### src/rtl/serial_rx_ctrl.sv
// Frame controller for a serial-in shift register: finds the start bit, gates WIDTH shifts,
// checks even parity and the stop bit, and hands the word out through a one-entry valid/ready buffer.
module serial_rx_ctrl #(
    parameter int WIDTH     = 4,
    parameter bit PARITY_EN = 1'b1
) (
    input  logic             clk,
    input  logic             reset,
    input  logic             sin,
    output logic             sh_en,
    output logic             sh_clr,
    input  logic [WIDTH-1:0] sh_q,
    output logic [WIDTH-1:0] dout,
    output logic             dout_valid,
    input  logic             dout_ready,
    output logic             busy,
    output logic             frame_err,
    output logic             parity_err,
    output logic             overrun,
    output logic [7:0]       err_cnt
);

    localparam int CW = $clog2(WIDTH);

    typedef enum logic [2:0] {
        IDLE,
        SHIFT,
        PARITY,
        STOP,
        BREAK
    } state_t;

    state_t           state_q, state_d;
    logic [CW-1:0]    bitcnt_q, bitcnt_d;
    logic             par_q, par_d;
    logic             par_ok_q, par_ok_d;
    logic [WIDTH-1:0] dout_q, dout_d;
    logic             dout_valid_q, dout_valid_d;
    logic             frame_err_q, frame_err_d;
    logic             parity_err_q, parity_err_d;
    logic             overrun_q, overrun_d;
    logic [7:0]       err_cnt_q, err_cnt_d;

    always_comb begin
        state_d      = state_q;
        bitcnt_d     = bitcnt_q;
        par_d        = par_q;
        par_ok_d     = par_ok_q;
        dout_d       = dout_q;
        dout_valid_d = dout_valid_q;
        frame_err_d  = 1'b0;
        parity_err_d = 1'b0;
        overrun_d    = 1'b0;
        err_cnt_d    = err_cnt_q;
        sh_en        = 1'b0;
        sh_clr       = 1'b0;

        // The consumer handshake is evaluated first so a delivery in the same cycle can refill the slot.
        if (dout_valid_q && dout_ready) begin
            dout_valid_d = 1'b0;
        end

        case (state_q)
            IDLE: begin
                sh_clr = !sin;
                if (!sin) begin
                    state_d  = SHIFT;
                    bitcnt_d = '0;
                    par_d    = 1'b0;
                    par_ok_d = 1'b1;
                end
            end
            SHIFT: begin
                sh_en    = 1'b1;
                par_d    = par_q ^ sin;
                bitcnt_d = bitcnt_q + 1'b1;
                if (bitcnt_q == CW'(WIDTH - 1)) begin
                    bitcnt_d = '0;
                    state_d  = PARITY_EN ? PARITY : STOP;
                end
            end
            PARITY: begin
                par_ok_d = ((par_q ^ sin) == 1'b0);
                state_d  = STOP;
            end
            STOP: begin
                if (sin) begin
                    state_d = IDLE;
                    if (!par_ok_q) begin
                        parity_err_d = 1'b1;
                    end else if (!dout_valid_q || dout_ready) begin
                        dout_d       = sh_q;
                        dout_valid_d = 1'b1;
                    end else begin
                        overrun_d = 1'b1;
                    end
                end else begin
                    state_d     = BREAK;
                    frame_err_d = 1'b1;
                end
            end
            BREAK: begin
                if (sin) begin
                    state_d = IDLE;
                end
            end
            default: state_d = IDLE;
        endcase

        if ((frame_err_d || parity_err_d || overrun_d) && (err_cnt_q != 8'hFF)) begin
            err_cnt_d = err_cnt_q + 8'd1;
        end
    end

    always_ff @(posedge clk) begin
        if (reset) begin
            state_q      <= IDLE;
            bitcnt_q     <= '0;
            par_q        <= 1'b0;
            par_ok_q     <= 1'b0;
            dout_q       <= '0;
            dout_valid_q <= 1'b0;
            frame_err_q  <= 1'b0;
            parity_err_q <= 1'b0;
            overrun_q    <= 1'b0;
            err_cnt_q    <= 8'd0;
        end else begin
            state_q      <= state_d;
            bitcnt_q     <= bitcnt_d;
            par_q        <= par_d;
            par_ok_q     <= par_ok_d;
            dout_q       <= dout_d;
            dout_valid_q <= dout_valid_d;
            frame_err_q  <= frame_err_d;
            parity_err_q <= parity_err_d;
            overrun_q    <= overrun_d;
            err_cnt_q    <= err_cnt_d;
        end
    end

    assign dout       = dout_q;
    assign dout_valid = dout_valid_q;
    assign busy       = (state_q != IDLE);
    assign frame_err  = frame_err_q;
    assign parity_err = parity_err_q;
    assign overrun    = overrun_q;
    assign err_cnt    = err_cnt_q;

endmodule

### config.mk
export PLATFORM = sky130hd
export DESIGN_NAME = serial_rx_ctrl
export DESIGN_NICKNAME = d
export VERILOG_FILES = /design/src/rtl/serial_rx_ctrl.sv
export SDC_FILE = /design/constraint.sdc
export NUM_CORES = 1
export LEC_CHECK = 0
export BUFFER_PORTS_ARGS = -buffer_cell sky130_fd_sc_hd__buf_2
export CAP_MARGIN = 15
export CORE_ASPECT_RATIO = 1.5
export CORE_MARGIN = 4
export CORE_UTILIZATION = 50
export DETAILED_ROUTE_END_ITERATION = 16
export PLACE_DENSITY = 0.76
export SLEW_MARGIN = 10
export SYNTH_ARGS = -nofsm -noshare
export SYNTH_HDL_FRONTEND = slang
export SYNTH_SLANG_ARGS = --single-unit
### constraint.sdc
create_clock -name clk -period 4.81 [get_ports clk]
set_clock_uncertainty 0.15 [all_clocks]
set_input_delay 0.2405 -clock clk [delete_from_list [all_inputs] [get_ports clk]]
set_output_delay 0.2405 -clock clk [all_outputs]
set_load 0.05 [all_outputs]
* Word-level counts from Yosys, hierarchy flattened *
Index checks and enable logic that the tools add are counted.
Widths: inputs -> output; s select.

word-level totals
  register bits = 23
  input bits = 8
  output and inout bits = 19
  word-level logic and storage cells = 66

operators by class
  add/sub/neg operators = 2
  eq/ne operators = 9
  mux-type cells = 28
  bitwise gates (word level) = 2
  reduce and logical (&&, ||, !) cells = 15

operators by type and width
  kind                 number
  $mux 1               18
  $pmux 3 s5           1
  $mux 3               4
  $add 8x1->8 const B  1
  $ne 8x8->1 const B   1
  $eq 3x2->1 const B   2
  $ne 2x2->1 const B   3
  $mux 2               2
  $pmux 1 s2           2
  $pmux 2 s2           1
  $reduce_and 2->1     2
  $reduce_and 4->1     1
  $reduce_bool 2->1    2
  $eq 3x1->1 const B   1
  $eq 3x3->1 const B   1
  $logic_not 3->1      1
  $logic_or 1x1->1     3
  $reduce_and 3->1     1
  $reduce_bool 3->1    1
  $add 2x1->2 const B  1
  $eq 2x2->1 const B   1
  $logic_and 1x1->1    2
  $logic_not 1->1      2
  $not 1->1            1
  $xor 1x1->1          1

* Longest topological paths before layout *
  depth after elaboration = 8
  mapped depth = 6
  gate-level depth less buffers = 5

* Worst setup path after synthesis *
No wires, ideal clock.

  path kind = flip-flop to flip-flop
  start = register state_q[1]
  end = register bitcnt_q[0]
  setup time = 0.117 ns
  arrival time = 2.497 ns
  data required time = 4.543 ns
  path slack = 2.046 ns
  stages on the path, launching flop included = 6
  path buffers = 1
  period minus slack after synthesis = 2.764 ns
  cells stage by stage = dfxtp_1 -> clkbuf_1 -> nor4_1 -> nor2_1 -> a22oi_1 -> nor2_1

on the way
  longest elaborated chain between the ends = 3
  elaborated cells on any way between the ends = 6
  those cells by class = eq/ne (2); mux (1); reduce/logical (3)

ends and longest elaborated chain
  what                                                              line  text
  start, declared                                                   33    state_t state_q, state_d;
  start signal, assigned                                            128   state_q <= state_d;
  $eq 3x1->1 / $logic_not 3->1 (equally long branches)              63    case (state_q)
  $reduce_bool 2->1 (no line) / $ne 2x2->1 (equally long branches)  n/a
  $reduce_and 2->1 (no line)                                        n/a
  end signal, assigned                                              129   bitcnt_q <= bitcnt_d;
  end, declared                                                     34    logic [CW-1:0] bitcnt_q, bitcnt_d;

Parallel ways exist; a longest one is shown, timed or not.
A chain may end at the register's enable or synchronous reset.

* Final worst setup path *
  start = register state_q[0]
  end = output sh_en

on the way
  longest elaborated chain between the ends = 2

ends and longest elaborated chain
  what           line  text
  $eq 3x1->1     63
  $mux 1         63
  end, declared  10    output logic sh_en,

No other way between the ends.

==> flow_summary.yaml <==
outcome:
  outcome: "finished clean"
clock_tree:
  clock_tree.htree_level_count: 1
  clk_transition_reported_paths_ns: 0.12
  ctsResizeCount: 0
  numCtsBuffers: 3
  tritoncts: "yes"
  clockBufferDepth: 2
  cts_setup_buffers: 0
  clock_sinks: 23
  cts.root.buffer_cell: "clkbuf_4"
  clk-insertion-delay-late_ns: 0.30
  hold_buffer_count_at_cts: 0
yosys:
  asyncSetResetFlopFracSynth: 0
  syn_avg_cell_area_um2: 9.10
  synth-warning-count: 0
  synth_area_leaders: "dfxtp_1, a21oi_1, mux2i_1, buf_6, nor2_1"
  synthDominantCellAreaShare: 0.444
  synth_seq_cells: 23
  yosysUniqueCellTypes: 34
  synth_flop_cell: "dfxtp_1"
  synth_enable_flop_cells: 0
  synth-seq-area-share: 0.444
  yosysTopAreaCell: "dfxtp_1"
  syn_nets: 124
  cell_area_synth_mm2: 0.00104
  synthesis.instances: 114
power_and_ir_drop:
  power.share.switching: 0.247
  peakVddDrop_uv: 203
  pwr-share-comb: 0.096
  p_switching_w: 0.0000773
  power_density_mw_per_mm2: 269
  share_seq_of_total_power: 0.630
  p_int_w: 0.000236
  p_leak_nw: 0.468
  clock_power_share: 0.274
timing:
  tightest_slew_ns: 0.549
  timing.final.max_slew_violations: 0
  fin_setup_tns_ns: 0
  grt_setup_unrepaired: "false"
  max_slew_headroom: 0.634
  timing.fmax_ghz: 0.487
  finalHoldViolCount: 0
  final.min_clock_period_ns: 2.05
  post-route-period-util: 0.427
  setup-violations-final: 0
routing:
  first_pass_iters: 4
  drc_violation_count_after_routing: 0
  first_iter_violations: 24
  vias: 892
  avgViaCountPerCell: 5.65
  wire_per_inst_um: 12.4
  route.final.wire_length_mm: 1.96
  count_of_nets_left_with_antenna_violations_after_detail_routing: 0
final_layout:
  layout.cells.most_common: "buf_2"
  fillers: 194
  layout_common_cells: "buf_2, dfxtp_1, a21oi_1, nor2_1, o21ai_0"
  antenna-diode-count: 0
  fin_nets: 148
  final_layout_size_suffix_gt1_frac: 0.255
  finish.instance_area_mm2: 0.00116
  syn2layout_area_growth_pct: 12.1
floorplanning:
  io_pins: 27
  rows: 19
  die-width_um: 45.2
  initial_core_util: 0.545
  floorplan.die_area_mm2: 0.00288
  core_area_mm2: 0.00190
  dieHeight_um: 63.8
global_route:
  wire_length_of_the_first_global_routing_pass_mm: 3.42
  overflow: 0
  antenna_found_initial: 0
  via_count_of_the_first_global_routing_pass: 791
  grt_usage: 0.149
  grt_start_max_net_pins: 24
run:
  drv.max_cap_violation_count: 0
worst_setup_path:
  crit_path_end_kind: "output port"
  critical_path.max_fanout: 10
  setup.worst_path.class: "register to output port"
  required_ns: 4.42
  crit_path_arrival_time_ns: 1.66
  startpoint_type: "register"
place:
  globalplace.congestion: 0.718
  place_area_mm2: 0.00114
  number_of_buffers_inserted_by_port_buffering: 26
  hpwl_after_detailed_placement_mm: 1.44
hold_path:
  worstHoldPathType: "input port to register"
==> metal layers <==
layer / GRT usage / up-vias / share of wire
met1: 0.196 / 414 / 0.45
met4: 0.0549 / 0 / 0.014
met5: 0 / - / 0
met3: 0.0309 / 4 / 0.053
li1: - / 451 / -
met2: 0.234 / 23 / 0.48
==> final timing paths <==
path	start	to	slack (ns)	depth (start not counted)
worst max-delay path	state_q[0]	sh_en	2.76	2
worst min-delay path	sh_q[2]	dout[2]	0.02	3
worst max register to register	state_q[1]	err_cnt[6]	2.97	4
worst min register to register	par_q	par_q	0.35	2
==> synthesized netlist by cell type, drive strengths merged (5+ instances only) <==
| cell | number |
|---|---|
| a21oi | 12 |
| buf | 5 |
| dfxtp | 23 |
| mux2i | 5 |
| nand2 | 5 |
| nand3 | 5 |
| nor2 | 12 |
| nor3 | 6 |
| o21ai | 6 |
| or3 | 6 |
==> logic make-up after synthesis <==
family	share of synthesized area
xor gates and xnor gates	0.0169
adders and majority gates	0.0241
muxes	0.0483
buffers and inverters	0.0627
AOI/OAI and AO/OA	0.131
and+or+nand+nor	0.273
DFF	0.444
==> flip-flops by register name, summed over array words and instances (netlist names) <==
signal      count
bitcnt_q        2
dout            4
dout_valid      1
err_cnt         8
frame_err       1
overrun         1
par_ok_q        1
par_q           1
parity_err      1
state_q         3
==> area by class of cell <==
cell class	count	area, um2	share of cell area
Multi-Input combinational cell	82	512	0.440
Tap cell	21	26.3	0.0226
Sequential cell	23	460	0.396
Timing Repair Buffer	26	130	0.112
Inverter	2	7.51	0.00646
Clock buffer	4	26.3	0.0226
==> per-stage QoR <==
step | hold WS (ns) | setup WS [ns] | util | cells | power, W
floorplan | 0.163 | 2.05 | - | 114 | 0.000226
global placement | 0.319 | 3.07 | 0.597 | 154 | 0.000230
detailed placement | 0.336 | 3.01 | 0.597 | 154 | 0.000232
CTS | 0.0172 | 2.75 | 0.611 | 158 | 0.000315
global route | 0.0390 | 2.61 | 0.611 | 158 | 0.000327
finish | 0.0220 | 2.76 | 0.611 | 158 | 0.000313
==> power groups by stage <==
stage | clock (W) | combinational (W) | sequential [W]
global placement | 0 | 0.0000290 | 0.000201
CTS | 0.0000879 | 0.0000303 | 0.000197
global route | 0.0000956 | 0.0000335 | 0.000198
floorplan | 0 | 0.0000261 | 0.000200
finish | 0.0000858 | 0.0000299 | 0.000197
detailed placement | 0 | 0.0000302 | 0.000202
==> critical path, stage by stage (launching register included) <==
cell	delay [ns]
dfxtp_1	0.50
nor3b_1	0.50
buf_2	0.36
No activity file was read; power rests on OpenSTA's default activity.
